<file path="src/rtl/board_io_pkg.sv">
// Shared constants and types for the DE10-Lite board input path.
package board_io_pkg;

    localparam int DE10_N_KEYS        = 2;
    localparam int DE10_N_SW          = 10;
    localparam int DE10_IN_WIDTH      = 12;
    localparam logic [11:0] DE10_KEY_INVERT = 12'h003;
    localparam int DEBOUNCE_5MS_50MHZ = 250000;

    typedef enum logic [1:0] {
        STABLE_LO,
        WAIT_HI,
        STABLE_HI,
        WAIT_LO
    } dbnc_state_t;

endpackage

</file>
<file path="src/rtl/debounce_bit.sv">
// One input bit: 2-flop synchronizer, counter-based debounce FSM,
// registered level and one-cycle rise/fall strobes.
module debounce_bit
    import board_io_pkg::*;
#(
    parameter int DEBOUNCE_CYCLES = DEBOUNCE_5MS_50MHZ
) (
    input  logic clk,
    input  logic rst,
    input  logic din,
    output logic level,
    output logic rise,
    output logic fall
);

    localparam int CW = $clog2(DEBOUNCE_CYCLES + 1);
    localparam logic [CW-1:0] CNT_MAX = CW'(DEBOUNCE_CYCLES);
    localparam logic [CW-1:0] CNT_ONE = CW'(1);

    logic        s1;
    logic        s2;
    dbnc_state_t state;
    logic [CW-1:0] cnt;

    // Bring the asynchronous pin into the clock domain.
    always_ff @(posedge clk) begin
        if (rst) begin
            s1 <= 1'b0;
            s2 <= 1'b0;
        end else begin
            s1 <= din;
            s2 <= s1;
        end
    end

    // Accept a change only after it has been seen on DEBOUNCE_CYCLES+1 consecutive samples.
    always_ff @(posedge clk) begin
        if (rst) begin
            state <= STABLE_LO;
            cnt   <= '0;
            level <= 1'b0;
            rise  <= 1'b0;
            fall  <= 1'b0;
        end else begin
            rise <= 1'b0;
            fall <= 1'b0;
            case (state)
                STABLE_LO: begin
                    if (s2) begin
                        state <= WAIT_HI;
                        cnt   <= CNT_ONE;
                    end else begin
                        cnt <= '0;
                    end
                end
                WAIT_HI: begin
                    if (!s2) begin
                        state <= STABLE_LO;
                        cnt   <= '0;
                    end else if (cnt == CNT_MAX) begin
                        state <= STABLE_HI;
                        level <= 1'b1;
                        rise  <= 1'b1;
                        cnt   <= '0;
                    end else begin
                        cnt <= cnt + CNT_ONE;
                    end
                end
                STABLE_HI: begin
                    if (!s2) begin
                        state <= WAIT_LO;
                        cnt   <= CNT_ONE;
                    end else begin
                        cnt <= '0;
                    end
                end
                WAIT_LO: begin
                    if (s2) begin
                        state <= STABLE_HI;
                        cnt   <= '0;
                    end else if (cnt == CNT_MAX) begin
                        state <= STABLE_LO;
                        level <= 1'b0;
                        fall  <= 1'b1;
                        cnt   <= '0;
                    end else begin
                        cnt <= cnt + CNT_ONE;
                    end
                end
                default: begin
                    state <= STABLE_LO;
                    cnt   <= '0;
                end
            endcase
        end
    end

endmodule

</file>
<file path="src/rtl/board_input_conditioner.sv">
// Conditions raw KEY/SW pins: polarity correction, per-bit synchronize and
// debounce, rise/fall strobes and a combined press indication.
module board_input_conditioner
    import board_io_pkg::*;
#(
    parameter int               WIDTH           = DE10_IN_WIDTH,
    parameter logic [WIDTH-1:0] INVERT_MASK     = WIDTH'(DE10_KEY_INVERT),
    parameter int               DEBOUNCE_CYCLES = DEBOUNCE_5MS_50MHZ
) (
    input  logic             clk,
    input  logic             rst,
    input  logic [WIDTH-1:0] raw_in,
    output logic [WIDTH-1:0] level,
    output logic [WIDTH-1:0] rise,
    output logic [WIDTH-1:0] fall,
    output logic             any_rise
);

    logic [WIDTH-1:0] x;

    assign x = raw_in ^ INVERT_MASK;

    for (genvar i = 0; i < WIDTH; i++) begin : g_bit
        debounce_bit #(
            .DEBOUNCE_CYCLES(DEBOUNCE_CYCLES)
        ) u_bit (
            .clk  (clk),
            .rst  (rst),
            .din  (x[i]),
            .level(level[i]),
            .rise (rise[i]),
            .fall (fall[i])
        );
    end

    // OR of the per-bit strobe flops: changes on the same edge as rise, no extra latency.
    assign any_rise = |rise;

endmodule
</file>
<file path="config.mk">
export PLATFORM = sky130hd
export DESIGN_NAME = board_input_conditioner
export DESIGN_NICKNAME = d
export VERILOG_FILES = /design/src/rtl/board_io_pkg.sv /design/src/rtl/debounce_bit.sv /design/src/rtl/board_input_conditioner.sv
export SDC_FILE = /design/constraint.sdc
export NUM_CORES = 1
export LEC_CHECK = 0
export ABC_CLOCK_PERIOD_IN_PS = 2620
export CAP_MARGIN = 20
export CORE_MARGIN = 8
export CORE_UTILIZATION = 55
export CTS_CLUSTER_DIAMETER = 100
export DETAILED_ROUTE_END_ITERATION = 10
export PLACE_DENSITY = 0.74
export SLEW_MARGIN = 40
export SYNTH_ARGS = -nofsm -noshare
export SYNTH_HDL_FRONTEND = slang
export SYNTH_SLANG_ARGS = --single-unit
</file>
<file path="constraint.sdc">
create_clock -name clk -period 2.62 [get_ports clk]
set_clock_uncertainty 0.05 [all_clocks]
set_input_delay 0.655 -clock clk [delete_from_list [all_inputs] [get_ports clk]]
set_output_delay 0.655 -clock clk [all_outputs]
set_load 0.01 [all_outputs]
</file>
**After elaboration in Yosys (flattened, before gate mapping)**

Index checks and enable logic that the tools add are counted.

- Bits in registers: 300
- Bits in latches: 0
- RAM bits: 0
- Memory bits (read-only): 0
- Output and inout bits: 37
- Logic and storage cells: 578
- Memories kept: 0

- $add $sub $neg: 12
- Multipliers: 0
- Div/mod/pow operators: 0
- Magnitude comparators: 0
- Eq/ne operators: 144
- Shift-type cells: 0
- Muxes and demuxes: 228
- Bitwise operators: 37
- Reduce and logical (&&, ||, !) cells: 73

Operators with widths:

| cell | count |
|---|---|
| $pmux W18 S4 | 12 |
| $mux W18 | 36 |
| $add A18 B1 Y18 const B | 12 |
| $eq A18 B18 Y1 const B | 12 |
| $mux W2 | 72 |
| $ne A2 B1 Y1 const B | 48 |
| $pmux W2 S4 | 12 |
| $mux W1 | 84 |
| $reduce_or A3 Y1 | 24 |
| $reduce_and A5 Y1 | 12 |
| $eq A2 B2 Y1 const B | 24 |
| $ne A2 B2 Y1 const B | 24 |
| $reduce_and A4 Y1 | 12 |
| $ne A3 B1 Y1 const B | 12 |
| $ne A3 B3 Y1 const B | 12 |
| $not A1 Y1 | 36 |
| $eq A2 B1 Y1 const B | 12 |
| $logic_not A2 Y1 | 12 |
| $pmux W1 S2 | 12 |
| $reduce_bool A2 Y1 | 12 |
| $reduce_or A12 Y1 | 1 |
| $not A2 Y2 | 1 |

**Logic depth before layout (Yosys ltp)**

Gate-level depths: netlist (run 1).

- Depth in word-level cells: 4
- Mapped depth: 8
- Gate-level depth less buffers: 6

**Modules after synthesis**

From an unflattened synthesis (run 1), not the netlist that was laid out.

- Cell total of the unflattened synthesis: 1499
- Area, all modules: 13334.0 um^2

Modules (own cells, without submodules):

| module | times used | cells an instance | area an instance (um^2) |
|---|---|---|---|
| debounce_bit (g_bit[0].u_bit ...) | 8 | 125 | 1109.8 |
| debounce_bit (g_bit[8].u_bit ...) | 2 | 123 | 1101.1 |
| debounce_bit (g_bit[6].u_bit) | 1 | 123 | 1117.3 |
| debounce_bit (g_bit[7].u_bit) | 1 | 124 | 1104.8 |
| board_input_conditioner | 1 | 6 | 31.3 |

**Least setup slack after synthesis (run 1)**

No wires, ideal clock.

- Path kind: reg-to-reg
- Start: register g_bit[10].u_bit.cnt[8]
- End: register g_bit[10].u_bit.cnt[12]
- Library setup time: 0.114 ns
- Arrival time: 2.007 ns
- Required time: 2.456 ns
- Setup slack: 0.449 ns
- Cell stages (with the launch flop): 8
- Buffers on the path: 3
- Clock period less this slack: 2.171 ns
- Cell sequence: dfxtp_1 > buf_6 > or4b_1 > or4_1 > buf_2 > o211ai_4 > buf_4 > nor2_1

- Word-level cells in the longest chain between the ends: 4

Ends and longest elaborated chain:

| element | line | RTL |
|---|---|---|
| start: declaration | debounce_bit.sv:23 | `logic [CW-1:0] cnt;` |
| start signal: assignment | debounce_bit.sv:66 | `cnt <= cnt + CNT_ONE;` |
| start signal: assignment | debounce_bit.sv:87 | `cnt <= cnt + CNT_ONE;` |
| $add A18 B1 Y18 or $eq A18 B18 Y1 (tied branches) | - |  |
| $mux W18 * | debounce_bit.sv:60, debounce_bit.sv:81 |  |
| $mux W18, on equally long branches | debounce_bit.sv:78, debounce_bit.sv:57 |  |
| $pmux W18 S4 * | debounce_bit.sv:47 | `case (state)` |

Every way passes the cells marked *; elsewhere a longest branch is shown, timed or not.
A chain may end at the register's enable or synchronous reset.

**Worst setup path in the final report (run 1)**

- Start: register g_bit[7].u_bit.rise
- End: output rise[7]

RTL lines:

| element | line | RTL |
|---|---|---|
| start: declaration | debounce_bit.sv:12 | `output logic rise,` |
| start signal: assignment | debounce_bit.sv:42 | `rise <= 1'b0;` |
| start signal: assignment | debounce_bit.sv:45 | `rise <= 1'b0;` |
| start signal: assignment | debounce_bit.sv:63 | `rise <= 1'b1;` |
| end: declaration | board_input_conditioner.sv:14 | `output logic [WIDTH-1:0] rise,` |

No word-level cell between the ends.

==> results of run 1 <==
==> placed cells by master, fill, tap and decap left out, types with 9 or more instances in the layout <==
master,count
dfxtp_1,300
nor2_1,178
nand3_1,91
inv_1,90
xnor2_1,78
a21oi_1,71
o21ai_0,66
xor2_1,63
nand2_1,61
nand4_1,61
nor3_1,60
clkdlybuf4s50_1,48
or3_1,42
clkbuf_16,31
nand2b_1,28
nor2b_1,28
nor4_1,27
and3_1,26
or4_1,25
ha_1,24
buf_4,20
and2_1,18
and4_1,18
o31ai_1,15
nor4b_1,13
a31oi_1,13
o21a_1,11
or2_2,10
a21boi_0,9
o211ai_1,9
==> layout make-up <==
type	instances	area [um^2]
Inverter	90	337.8
Clock buffer	42	877.1
Fill cell	2055	9094
Clock inverter	14	131.4
Multi-Input combinational cell	1091	6686
Timing Repair Buffer	69	639.4
Tap cell	324	405.4
Sequential cell	300	6006
==> sequential cells by signal (all words and copies together), names as in the netlist, named ones only <==
register           cells
g_bit.u_bit.cnt      216
g_bit.u_bit.s1        12
g_bit.u_bit.fall      12
g_bit.u_bit.state     12
g_bit.u_bit.level     12
g_bit.u_bit.rise      12
g_bit.u_bit.s2        12
==> power groups by stage <==
stage,clock network (mW),registers (mW),logic [mW]
after floorplan,0,4.73,0.126
after global placement,0,4.75,0.176
after global routing,4.60,4.65,0.198
after CTS,4.40,4.65,0.181
after detailed placement,0,4.75,0.180
final,4.29,4.65,0.179
==> metrics by stage <==
step	total power, mW	util	instance area (um^2)	instances
after floorplan	4.859	-	13470	1554
after global placement	4.923	0.5822	14080	1874
after detailed placement	4.928	0.5822	14080	1874
after CTS	9.230	0.6239	15080	1930
after global routing	9.447	0.6239	15080	1930
final	9.111	0.6239	15080	1930
==> logic make-up (layout without fill, tap and decap cells) <==
| group | count (synthesis) | after routing |
|---|---|---|
| flip-flops | 300 | 300 |
| AO/OA/AOI/OAI | 210 | 210 |
| buffers and inverters | 163 | 215 |
| XOR/XNOR | 141 | 141 |
| AND/OR/NAND/NOR | 716 | 716 |
| adder cells (fa/ha/maj) | 24 | 24 |
==> cells in the mapped netlist, types with 3 or more instances <==
cell,n,share of area
o21a_1,11,0.0061
dfxtp_1,300,0.45
nor2_1,178,0.050
and3_1,26,0.012
or4b_1,4,0.0030
o211ai_1,9,0.0050
ha_1,24,0.022
xor2_1,63,0.041
xnor2_1,78,0.051
buf_4,37,0.021
nand2_1,61,0.017
inv_1,90,0.025
nor2b_1,28,0.013
or4_1,25,0.014
a21boi_0,9,0.0050
o21ai_0,66,0.025
a21o_1,4,0.0022
nor4b_1,13,0.0085
a31o_2,5,0.0033
nand4b_1,8,0.0052
or3_1,42,0.020
nor4bb_1,8,0.0059
a31oi_1,13,0.0060
and2_1,18,0.0084
nor4_1,27,0.013
nand2b_1,28,0.013
or2_2,10,0.0046
a21oi_1,71,0.026
clkbuf_1,29,0.0081
nand4_1,61,0.028
buf_2,3,0.0011
nand3_1,91,0.034
nand4bb_1,3,0.0025
nor3_1,60,0.022
and4_1,18,0.012
o31ai_1,15,0.0084
==> routing by layer <==
metal | part of all wire | vias up
li1 | - | 5478
met1 | 0.48 | 4966
met2 | 0.46 | 158
met3 | 0.043 | 39
met4 | 0.021 | 0
met5 | 0 | -
==> worst max path at each step <==
stage	from	end	cells after the start	slack, ps
finish	g_bit[7].u_bit.rise	rise[7]	1	210
CTS	g_bit[1].u_bit.rise	any_rise	4	180
detailed placement	g_bit[10].u_bit.cnt[8]	g_bit[10].u_bit.cnt[6]	4	310
global route	g_bit[1].u_bit.rise	any_rise	4	90
global placement	g_bit[10].u_bit.cnt[8]	g_bit[10].u_bit.cnt[5]	4	340
floorplan	g_bit[10].u_bit.cnt[8]	g_bit[10].u_bit.cnt[12]	7	450
==> what timing repair did <==
item                                   in CTS  in global routing
setup endpoints to repair                   1                  0
setup buffers                               0                  0
endpoints found under the hold margin       0                  0
resized for setup                           1                  0
==> impl_results.md, run 1 <==
- Post-CTS Hold Buffers: 0
- Share of the yosys chip area belonging to registers: 0.4460
- Comb power frac: 0.020
- Kind of critical path: flop to output pin
- Pwr dens: 604.1 nW/um^2
- Internal power: 7.231 mW
- Initial drt markers: 554
- Total Neg Setup Slack: 0 ps
- Share of cells above drive strength 1: 0.05666
- Worst Max-Slew Pin Slew: 744.0 ps
- Gr ovfl total: 0
- GPL Wtd Cong: 0.8422
- CP max stage delay: 720 ps
- Leak: 4.495 nW
- Clk slew on worst S/H paths: 60 ps
- CP Cell Sequence: clkdlybuf4s50_1
- I/O Pins: 51
- Initial antenna violation count: 0
- Switching part of the total: 0.2064
- Slowest cell on the critical path: clkdlybuf4s50_1
- Number of H-tree levels: 1
- Hold Crit Depth: 1
- Via-to-Cell Ratio: 5.513
- Power share of the clock group: 0.470
- Via count: 10640
- Compound-Gate Fraction of Synth Area: 0.09301
- Num rows: 57
- Total track usage: 0.1762
- Main combinational cell family by area after synthesis: simple AND/OR/NAND/NOR gates
- Max rail drop VDD: 0.0004549 V
- Max_slew headroom: 0.5018
- Post-Syn Nets: 1592
- PortBufs: 50
- Clock Tree Buf Depth: 3
- Final period util: 0.9185
- Critical R2R Capture: g_bit[10].u_bit.cnt[6]
- Worst Setup Start Kind: flop
- Crit-path leading delay family: buffers and inverters
- Mapped cell area: 13470 um^2
- Die W: 172.5 um
- Reg-to-reg startpoint: g_bit[10].u_bit.cnt[8]
- Distinct cells, synth: 50
- Hold WC Path Type: flop to flop
- Die height: 172.5 um
- CTS root buf: clkbuf_16
- CTS tree: built
- Number of global-route vias before repair: 9973
- ANT nets after route: 0
- Slew Viols, Final: 0
- Post-synthesis simple-gate area fraction: 0.2895
- Hold Violations, Final: 0
- Fin nets: 1621
- Hold path startpoint: g_bit[3].u_bit.s1
- Tmin final: 2407 ps
- Total of max-cap violations: 0
- Met1 Use GR: 0.2316
- Post-synth ARST share: 0
- Num CTS Buffers: 31
- Post-synth EDFFs: 0
- Min Hold Slack: 388.4 ps
- Routed WL: 26.09 mm
- Worst reg2reg setup slack: 310 ps
- Setup crit end kind: output pin
- HPWL after detailed placement: 18.29 mm
- Initial DRT Pass Iterations: 5
- Clk_lat worst skew: 560 ps
- Post-Synth Adder-Cell Area: 0.02230
- First-pass GRT wire length: 45.04 mm
- # setup viols final: 0
- Top FF cell, synth: dfxtp_1
- Status: completed
- Setup WS pre-CTS: 307.5 ps
- #FFs+latches synth: 300
- Final setup margin: 213.4 ps
- Starting density of the core: 0.5570
- Critical Path AT: 1700 ps
- Mean area per synthesized cell: 8.665 um^2
- Worst EP required: 1910 ps
- N_diodes: 0
- Drc violations: 0
- Synthesized instance count: 1554
- Global routing's busiest layer: met2
- CORE AREA: 24180 um^2
- Switching Power: 1.880 mW
- Layout area overhead: 12.01%
- WL per Instance: 13.52 um
- FF-to-FF path depth: 4
- Multiplexer area fraction after synthesis: 0
- Met2 usage: 0.2950
- Max Freq: 0.4155 GHz
- Largest net degree at the start of global routing: 47
- Critical path buffer and inverter count: 1
- GR Layer Usage met3: 0.03059
- Die area: 29750 um^2
- RSZ-0062 raised after global routing: no
- Xor/xnor share of the synthesized area: 0.09171
- Hold worst-path end: g_bit[3].u_bit.s2
- Critical path fanouts, max: 2
- Yosys Warn Count: 0
- Num Clock Sinks: 300
- Seq pwr share: 0.510
Note: power is estimated with default switching activity, not from simulation.
==> run 2, diff against run 1 <==
Settings changed: SKIP_CTS_REPAIR_TIMING from default to 1.
==> run 2 against run 1 <==
Compared with the run above:
- global-route usage did not move
- hold slack is essentially flat
- flip-flop and latch count unchanged
- combinational power barely moved
- clock-buffer cell count unchanged
- non-clock buffer count did not move
- first-iteration DRC count up 1.1%
- critical path depth stayed put
- worst setup slack gained 17 ps
- register-to-register slack barely moved
- total power barely moved
- critical path type unchanged
- critical endpoint unchanged
==> impl_results.md, run 2 (synthesis gave the netlist of run 1 again) <==
- Status: completed
- Die height: 172.5 um
- Kind of critical path: flop to output pin
- Initial antenna violation count: 0
- CTS root buf: clkbuf_16
- FILL cells: 2052
- Via count: 10640
- Commonest non-fill, non-tap cell in the layout: dfxtp_1
- HPWL after detailed placement: 18.29 mm
- Drc violations: 0
- Layout area overhead: 12.09%
- Area of the multi-input gates: 6693 um^2
- WP depth: 1
- Final setup margin: 230.9 ps
- CORE AREA: 24180 um^2
- PortBufs: 50
- Max Freq: 0.4186 GHz
- Tmin final: 2389 ps
- Setup WS pre-CTS: 307.5 ps
- Total Neg Setup Slack: 0 ps
- N_diodes: 0
- Slowest cell on the critical path: clkdlybuf4s50_1
- I/O Pins: 51
- FF-to-FF path depth: 4
- Hold WC Path Type: flop to flop
- Die area: 29750 um^2
- Slew Viols, Final: 0
- Final period util: 0.9119
- Biggest register: g_bit.u_bit.cnt
- Register area: 6006 um^2
- Initial DRT Pass Iterations: 5
- Largest net degree at the start of global routing: 47
- RSZ-0062 raised after global routing: no
- Max_slew headroom: 0.5018
- Worst Setup Start Kind: flop
- Pwr dens: 603.6 nW/um^2
- ANT nets after route: 0
- CP max stage delay: 710 ps
- CP Cell Sequence: clkdlybuf4s50_1
- Total track usage: 0.1762
- Crit-path leading delay family: buffers and inverters
- Commonest cells after routing, fill and taps aside: 300 x dfxtp_1, 178 x nor2_1, 91 x nand3_1, 90 x inv_1, 78 x xnor2_1
- # setup viols final: 0
- Share of cells above drive strength 1: 0.05729
- Num rows: 57
- Clk_lat worst skew: 560 ps
- Total of max-cap violations: 0
- Worst EP required: 1910 ps
- First-pass GRT wire length: 45.04 mm
- Gr ovfl total: 0
- # placed instances: 1874
- Hold Violations, Final: 0
- WL per Instance: 13.51 um
- Critical path buffer and inverter count: 1
- Num Clock Sinks: 300
- Worst Max-Slew Pin Slew: 744.0 ps
- Fin nets: 1621
- Number of H-tree levels: 1
- Initial drt markers: 560
- Via-to-Cell Ratio: 5.510
- Number of global-route vias before repair: 9973
- CTS tree: built
- Clk slew on worst S/H paths: 60 ps
- Max rail drop VDD: 0.0004537 V
- Critical path fanouts, max: 2
- Largest register FFs: 216
- Non-filler cells, final: 1930
- Clock Tree Buf Depth: 3
- Starting density of the core: 0.5570
- Die W: 172.5 um
- Num CTS Buffers: 31
- Routed WL: 26.08 mm
- Setup crit end kind: output pin
- Critical Path AT: 1680 ps
- GPL Wtd Cong: 0.8422
- Hold Crit Depth: 1
- Leak: 4.511 nW
[run 2: cell type report]
type | count | share of cell area
clock buffers | 42 | 0.05811
clock inverters | 14 | 0.008704
inverters | 90 | 0.02238
multi-input cells | 1091 | 0.4434
flip-flops and latches | 300 | 0.3979
well taps | 324 | 0.02686
repair buffers | 69 | 0.04261
[run 2: per-stage QoR]
| stage | instance area (um^2) | util | hold WS, ps | total power [mW] |
|---|---|---|---|---|
| global route | 15090 | 0.6243 | 405.4 | 9.447 |
| floorplan | 13470 | - | 363.8 | 4.859 |
| global placement | 14080 | 0.5822 | 369.4 | 4.923 |
| CTS | 15080 | 0.6239 | 391.6 | 9.230 |
| finish | 15090 | 0.6243 | 388.1 | 9.110 |
| detailed placement | 14080 | 0.5822 | 378.7 | 4.928 |
[run 2: layer usage]
layer / wire, um / global-route usage
met5: 0 / 0
met4: 546 / 0.04573
met3: 1088 / 0.03059
met2: 12010 / 0.2950
met1: 12430 / 0.2316
[run 2: path summary, 6_finish.rpt]
path	start	endpoint	slack, ps
hold reg to reg	g_bit[3].u_bit.s1	g_bit[3].u_bit.s2	390
setup reg to reg	g_bit[10].u_bit.cnt[8]	g_bit[10].u_bit.cnt[6]	310
setup / recovery	g_bit[7].u_bit.rise	rise[7]	230
hold / removal	g_bit[3].u_bit.s1	g_bit[3].u_bit.s2	390
[run 2: report_power, final]
| group | internal, mW | leakage (nW) | switching (mW) |
|---|---|---|---|
| sequential | 4.61 | 2.42 | 0.0375 |
| clock | 2.53 | 0.496 | 1.76 |
| combinational | 0.0930 | 1.59 | 0.0857 |
| total | 7.23 | 4.51 | 1.88 |
